File: src/rtl/seg7_scan_if.sv
// Bundle of the data-side and pin-side signals of the seg7_scan display scanner.
// master: the data source / pin consumer; slave: the scanner itself.
interface seg7_scan_if #(
  parameter int unsigned NDIG = 4
);
  logic [4*NDIG-1:0] data;
  logic [NDIG-1:0]   dots;
  logic [NDIG-1:0]   blink;
  logic              load;
  logic              lz_blank;
  logic [3:0]        bright;
  logic [7:0]        seg;
  logic [NDIG-1:0]   dig_sel;
  logic              frame_tick;

  modport master (
    output data, dots, blink, load, lz_blank, bright,
    input  seg, dig_sel, frame_tick
  );

  modport slave (
    input  data, dots, blink, load, lz_blank, bright,
    output seg, dig_sel, frame_tick
  );
endinterface

File: src/rtl/seg7_scan.sv
// Multiplexed N-digit hex 7-segment scanner with double-buffered load,
// leading-zero blanking, per-digit dots, 16-level PWM brightness, a guard
// interval at the start of every digit slot, and a frame tick.
// Optional per-digit blinking is built when SEG7_SCAN_BLINK_EN is defined.
// Segment bit order [7:0] = {B,A,F,C,G,D,Dot,E}.
module seg7_scan #(
  parameter int unsigned NDIG        = 4,
  parameter int unsigned DIV_LOG2    = 14,
  parameter int unsigned GUARD       = 64,
  parameter int unsigned SEG_ACT_LOW = 0,
  parameter int unsigned DIG_ACT_LOW = 0
) (
  input  logic       clk,
  input  logic       rstn,
  seg7_scan_if.slave io
);
  localparam int unsigned         IW       = (NDIG > 1) ? $clog2(NDIG) : 1;
  localparam logic [IW-1:0]       IDX_LAST = IW'(NDIG - 1);
  localparam logic [DIV_LOG2-1:0] GUARD_SC = DIV_LOG2'(GUARD);
  localparam logic [7:0]          SEG_OFF  = (SEG_ACT_LOW != 0) ? '1 : '0;
  localparam logic [NDIG-1:0]     DIG_OFF  = (DIG_ACT_LOW != 0) ? '1 : '0;

  logic [4*NDIG-1:0]   data_q;
  logic [NDIG-1:0]     dots_q;
  logic [NDIG-1:0]     blank;
  logic [DIV_LOG2-1:0] sc_q, sc_d;
  logic [IW-1:0]       idx_q, idx_d;
  logic [3:0]          bright_q, bright_d;
  logic [3:0]          nib_q, nib_d;
  logic                dot_q, dot_d;
  logic                off_q, off_d;
  logic [7:0]          glyph;
  logic [7:0]          seg_q, seg_d;
  logic [NDIG-1:0]     dig_q, dig_d;
  logic                wrap, tick, lit, lead;

  // Shadow registers: capture the source on the load strobe, hold otherwise.
  always_ff @(posedge clk or negedge rstn) begin
    if (!rstn) begin
      data_q <= '0;
      dots_q <= '0;
    end else if (io.load) begin
      data_q <= io.data;
      dots_q <= io.dots;
    end
  end

`ifdef SEG7_SCAN_BLINK_EN
  logic [NDIG-1:0] blink_q;
  logic [5:0]      frame_q;

  // Blink shadow and 6-bit frame counter; bit 5 gives 32 frames on / 32 off.
  always_ff @(posedge clk or negedge rstn) begin
    if (!rstn) begin
      blink_q <= '0;
      frame_q <= '0;
    end else begin
      if (io.load) blink_q <= io.blink;
      if (tick)    frame_q <= frame_q + 6'd1;
    end
  end
`else
  logic unused_blink;
  assign unused_blink = ^io.blink;
`endif

  // Slot counter and digit index; the index advances when the slot wraps.
  always_comb begin
    wrap  = &sc_q;
    tick  = wrap && (idx_q == IDX_LAST);
    sc_d  = sc_q + 1'b1;
    idx_d = idx_q;
    if (wrap) idx_d = (idx_q == IDX_LAST) ? '0 : idx_q + 1'b1;
  end

  // Leading-zero run from the top digit down; digit 0 is never blanked.
  always_comb begin
    lead  = io.lz_blank;
    blank = '0;
    for (int unsigned i = NDIG - 1; i >= 1; i--) begin
      lead     = lead && (data_q[4*i +: 4] == 4'h0) && !dots_q[i];
      blank[i] = lead;
    end
  end

  // At slot start the live shadow/brightness feed the output directly and are
  // latched for the rest of the slot, so the first slot cycle is not stale.
  always_comb begin
    nib_d    = nib_q;
    dot_d    = dot_q;
    off_d    = off_q;
    bright_d = bright_q;
    if (sc_q == '0) begin
      bright_d = io.bright;
      for (int unsigned i = 0; i < NDIG; i++) begin
        if (idx_q == IW'(i)) begin
          nib_d = data_q[4*i +: 4];
          dot_d = dots_q[i];
`ifdef SEG7_SCAN_BLINK_EN
          off_d = blank[i] | (blink_q[i] & frame_q[5]);
`else
          off_d = blank[i];
`endif
        end
      end
    end
  end

  // Hex glyph, PWM/guard enable window and output polarity.
  always_comb begin
    case (nib_d)
      4'h0: glyph = 8'hF5;
      4'h1: glyph = 8'h90;
      4'h2: glyph = 8'hCD;
      4'h3: glyph = 8'hDC;
      4'h4: glyph = 8'hB8;
      4'h5: glyph = 8'h7C;
      4'h6: glyph = 8'h7D;
      4'h7: glyph = 8'hD0;
      4'h8: glyph = 8'hFD;
      4'h9: glyph = 8'hFC;
      4'hA: glyph = 8'hF9;
      4'hB: glyph = 8'h3D;
      4'hC: glyph = 8'h65;
      4'hD: glyph = 8'h9D;
      4'hE: glyph = 8'h6D;
      default: glyph = 8'h69;
    endcase
    lit   = (sc_q >= GUARD_SC) && (sc_q[DIV_LOG2-1 -: 4] <= bright_d) && !off_d;
    seg_d = SEG_OFF;
    dig_d = DIG_OFF;
    if (lit) begin
      seg_d = (glyph | {6'b0, dot_d, 1'b0}) ^ SEG_OFF;
      dig_d = (NDIG'(1) << idx_q) ^ DIG_OFF;
    end
  end

  // Scan state, slot latches and registered pin outputs.
  always_ff @(posedge clk or negedge rstn) begin
    if (!rstn) begin
      sc_q     <= '0;
      idx_q    <= '0;
      bright_q <= '0;
      nib_q    <= '0;
      dot_q    <= 1'b0;
      off_q    <= 1'b0;
      seg_q    <= SEG_OFF;
      dig_q    <= DIG_OFF;
    end else begin
      sc_q     <= sc_d;
      idx_q    <= idx_d;
      bright_q <= bright_d;
      nib_q    <= nib_d;
      dot_q    <= dot_d;
      off_q    <= off_d;
      seg_q    <= seg_d;
      dig_q    <= dig_d;
    end
  end

  assign io.seg        = seg_q;
  assign io.dig_sel    = dig_q;
  assign io.frame_tick = tick;
endmodule
File: src/flat_wrapper.sv
// flat-port wrapper written by rule: the top's interface ports become plain ports
module seg7_scan_flat 
#(
  parameter int unsigned NDIG        = 4,
  parameter int unsigned DIV_LOG2    = 14,
  parameter int unsigned GUARD       = 64,
  parameter int unsigned SEG_ACT_LOW = 0,
  parameter int unsigned DIG_ACT_LOW = 0
)
  (clk, rstn, io_data, io_dots, io_blink, io_load, io_lz_blank, io_bright, io_seg, io_dig_sel, io_frame_tick);
  seg7_scan_if #(.NDIG(NDIG)) io_i ();
  input  logic clk;
  input  logic rstn;
  input wire logic [$bits(io_i.data)-1:0] io_data;
  input wire logic [$bits(io_i.dots)-1:0] io_dots;
  input wire logic [$bits(io_i.blink)-1:0] io_blink;
  input wire logic [$bits(io_i.load)-1:0] io_load;
  input wire logic [$bits(io_i.lz_blank)-1:0] io_lz_blank;
  input wire logic [$bits(io_i.bright)-1:0] io_bright;
  output wire logic [$bits(io_i.seg)-1:0] io_seg;
  output wire logic [$bits(io_i.dig_sel)-1:0] io_dig_sel;
  output wire logic [$bits(io_i.frame_tick)-1:0] io_frame_tick;
  assign io_i.data = io_data;
  assign io_i.dots = io_dots;
  assign io_i.blink = io_blink;
  assign io_i.load = io_load;
  assign io_i.lz_blank = io_lz_blank;
  assign io_i.bright = io_bright;
  assign io_seg = io_i.seg;
  assign io_dig_sel = io_i.dig_sel;
  assign io_frame_tick = io_i.frame_tick;
  seg7_scan #(.NDIG(NDIG), .DIV_LOG2(DIV_LOG2), .GUARD(GUARD), .SEG_ACT_LOW(SEG_ACT_LOW), .DIG_ACT_LOW(DIG_ACT_LOW)) u_core (.clk(clk), .rstn(rstn), .io(io_i));
endmodule
File: config.mk
export PLATFORM = sky130hd
export DESIGN_NAME = seg7_scan_flat
export DESIGN_NICKNAME = d
export VERILOG_FILES = /design/src/rtl/seg7_scan_if.sv /design/src/rtl/seg7_scan.sv /design/src/flat_wrapper.sv
export SDC_FILE = /design/constraint.sdc
export NUM_CORES = 1
export LEC_CHECK = 0
export BUFFER_PORTS_ARGS = -buffer_cell sky130_fd_sc_hd__buf_2
export CORE_MARGIN = 5
export CORE_UTILIZATION = 51
export DETAILED_ROUTE_END_ITERATION = 12
export PLACE_DENSITY_LB_ADDON = 0.1
export SETUP_SLACK_MARGIN = 0.15
export SLEW_MARGIN = 0
export SYNTH_ARGS = -nofsm -noshare
export SYNTH_HDL_FRONTEND = slang
export SYNTH_SLANG_ARGS = --single-unit
File: constraint.sdc
create_clock -name clk -period 2.8 [get_ports clk]
set_input_delay 0 -clock clk [delete_from_list [all_inputs] [get_ports clk]]
set_output_delay 0 -clock clk [all_outputs]
set_load 0.1 [all_outputs]
==> key figures <==
CTS
  • Num CTS Buffers: 9
  • Clock sink total: 58
  • H-tree levels: 3
  • Clock buffer depth: 2
  • Later-pin clock latency in the skew report: 0.33 ns
  • CTS tree: yes
  • Worst-path clk slew: 0.06 ns
  • Root buffer cell: clkbuf_8

Outcome
  • Failing checks: negative setup slack
  • Status: finished, violations left

Placement
  • GP Congestion: 0.839
  • IO buf count: 40
  • Detailed Place HPWL: 4.57 mm

Floorplan
  • Row cnt: 27
  • Io pins: 45
  • Starting Density: 0.528
  • Die Ht: 86.0 um
  • Core Footprint: 0.00557 mm^2
  • Die footprint: 0.00739 mm^2
  • Die X-Extent: 86.0 um

Logic synthesis
  • XOR/XNOR share of the synthesized area: 0.0357
  • Sequential share of the synthesized area: 0.493
  • Synth Area in Compound Gates: 0.0940
  • Synthesized Nets: 295
  • Avg Inst Size Synth: 11.9 um^2
  • Netlist cell types: 50
  • Yosys reg bits: 58
  • Yosys synthesis warning count: 0
  • Cell Area, Synth: 0.00294 mm^2
  • Post-synthesis simple-gate area fraction: 0.152
  • Post-synthesis mux area share: 0.116
  • Mapped Cells: 247
  • Adder-cell share of the synthesized area: 0.0680
  • Main combinational cell family by area after synthesis: simple AND/OR/NAND/NOR gates

Timing
  • Final setup viols: 1
  • Setup_tns: -0.0290 ns
  • Worst slew pin tran: 0.491 ns
  • Final period utilization: 1.01
  • Clock skew: 0.00671 ns
  • Final Hold Viols: 0
  • RSZ-0062 raised after global routing: true
  • Peak Freq: 0.353 GHz
  • Fin worst setup slack: -0.0290 ns
  • Slew Limit Headroom: 0.672
  • Min Tclk post-route: 2.83 ns
  • Pins Over Slew Limit: 0

Power and ir drop
  • Cell leakage power: 1.90 nW
  • Final Power: 1.82 mW
  • Worst IR Drop VDD: 368 uV
  • Pwr Density: 476 mW/mm^2

Global route
  • Global-route wire length before repair: 10.8 mm
  • Largest net degree at the start of global routing: 38
  • Gr usage total: 0.188
  • Vias in the first global route: 2268
  • Initial antenna violation count: 0
  • Grt ovf: 0

Cells and area
  • Final net count: 382
  • Fill cell count: 436
  • Area delta synth->final: 29.8%
  • Commonest non-fill, non-tap cell in the layout: dfrtp_1
  • Most frequent cells in the layout: dfrtp_1 (58), buf_2 (40), dlygate4sd3_1 (25), mux2_2 (21), buf_4 (16)
  • Ant diodes: 0
  • Layout cells sized above 1: 0.365

Drt
  • WL/cell: 16.1 um
  • Overall routed net length: 6.57 mm
  • DR DRC count: 0
  • Via count: 2146
  • Vias per inst: 5.25
  • Detail Route Antenna Nets: 0
  • TritonRoute pass-1 iters: 4
  • Iter 0 DRT Violations: 120

Job
  • Maxcap violations: 0

Critical path
  • CP arrival: 3.08 ns
  • CP Class: reg -> reg
  • Setup slack, reg-to-reg: -0.03 ns
  • Reg2Reg Capture Point: u_core.io.seg[1]
  • Required time worst endpoint: 3.05 ns
  • Reg2Reg Depth: 15
  • Startpoint Class: register
  • Crit Path Max Fanout: 6
  • Worst r2r src: u_core.sc_q[1]
  • Crit end category: register

Min path
  • Min-delay worst type: in -> reg
  • Hold Path End: u_core.off_q
  • Hold Startpoint: io_lz_blank
  • Hold Crit Depth: 4
worst max-delay path: stages, from the launching register on:
cell,delay (ns)
dfrtp_1,0.41
inv_1,0.07
ha_1,0.15
nor3b_4,0.23
nand4_4,0.15
mux2_4,0.34
inv_2,0.07
ha_4,0.20
nor2b_1,0.14
o21a_1,0.17
o21a_1,0.17
o21ai_1,0.12
nand3b_1,0.12
buf_4,0.16
buf_6,0.13
nor2b_1,0.12
cell usage after synthesis (all sizes together):
library cell / n / area, um^2
dfrtp: 58 / 1450
mux2: 23 / 263
inv: 17 / 66.3
ha: 16 / 200
nand2: 12 / 45.0
nor2: 11 / 41.3
o21ai: 11 / 58.8
nand3: 9 / 45.0
xnor2: 9 / 78.8
a21oi: 8 / 40.0
and3: 8 / 56.3
mux2i: 8 / 80.1
buf: 5 / 42.5
nor2b: 5 / 31.3
nor3: 5 / 35.0
nor4: 4 / 61.3
clkbuf: 3 / 11.3
nand2b: 3 / 18.8
or4: 3 / 22.5
xor2: 3 / 26.3
a211oi: 2 / 15.0
a221oi: 2 / 30.0
a22oi: 2 / 42.5
and2: 2 / 12.5
nand3b: 2 / 15.0
nand4: 2 / 27.5
nor3b: 2 / 20.0
o211ai: 2 / 15.0
o21a: 2 / 15.0
a211o: 1 / 8.76
a21bo: 1 / 10.0
a21o: 1 / 7.51
a32oi: 1 / 16.3
nor4b: 1 / 8.76
o211a: 1 / 10.0
o31ai: 1 / 7.51
or2: 1 / 6.26
per-stage QoR:
stage | setup slack (ns) | hold slack, ns | area [um^2] | util | std cells
2_1_floorplan | 0.0202 | -0.296 | 2950 | - | 247
6_report | -0.0290 | 0.0605 | 3820 | 0.686 | 409
3_3_place_gp | 0.126 | -0.0147 | 3310 | 0.593 | 367
5_1_grt | -0.126 | 0.0739 | 3820 | 0.686 | 409
4_1_cts | 0.0543 | 0.0409 | 3750 | 0.673 | 406
3_5_place_dp | 0.0360 | -0.0127 | 3310 | 0.593 | 367
area by class of cell:
type                       count  area [um^2]  share of cell area
clock buffer                  11          151              0.0396
clock inverter                 3         40.0              0.0105
inverter                      17         66.3              0.0174
multi-input combinational    164         1420               0.371
sequential                    58         1450               0.380
tap                           72         90.1              0.0236
timing repair buffer          84          604               0.158
worst max path at each step:
stage / startpoint / end / slack [ns] / depth (start not counted)
floorplan: u_core.sc_q[0] / u_core.io.seg[3] / 0.02 / 15
global placement: u_core.sc_q[1] / u_core.io.seg[6] / 0.13 / 14
detailed placement: u_core.sc_q[1] / u_core.io.seg[6] / 0.04 / 14
CTS: u_core.sc_q[1] / u_core.io.seg[6] / 0.05 / 14
global route: u_core.sc_q[1] / u_core.io.seg[1] / -0.13 / 15
finish: u_core.sc_q[1] / u_core.io.seg[1] / -0.03 / 15
sequential cells by signal, summed over array words and instances (netlist names):
name,count
u_core.data_q,16
u_core.sc_q,14
u_core.io.seg,8
u_core.bright_q,4
u_core.dots_q,4
u_core.io.dig_sel,4
u_core.nib_q,4
u_core.idx_q,2
u_core.dot_q,1
u_core.off_q,1
layer usage:
metal / vias up / global-route usage / share of wire
met3: 14 / 0.0567 / 0.045
met4: 0 / 0.0647 / 0.021
met1: 1051 / 0.245 / 0.45
met2: 44 / 0.299 / 0.48
met5: - / 0 / 0
li1: 1037 / - / -
cell families (layout without fill, tap and decap cells):
kind of cell / after synthesis / count (layout)
buffers and inverters: 25 / 115
DFF: 58 / 58
AOI/OAI and AO/OA: 35 / 35
and+or+nand+nor: 70 / 70
adders and majority gates: 16 / 16
xor gates and xnor gates: 12 / 12
muxes: 31 / 31
where the power goes:
group,leakage (nW),switching [mW],internal (mW),total [mW]
clock,0.101,0.303,0.446,0.749
sequential,0.736,0.0280,0.874,0.902
combinational,1.06,0.0751,0.0941,0.169
repair_timing:
action	CTS	global route
hold endpoints to repair	45	0
cloned	0	1
resized for setup	1	16
buffers inserted	0	2
setup endpoints to repair	9	12
hold buffers	25	0
No activity file was read; power rests on OpenSTA's default activity.
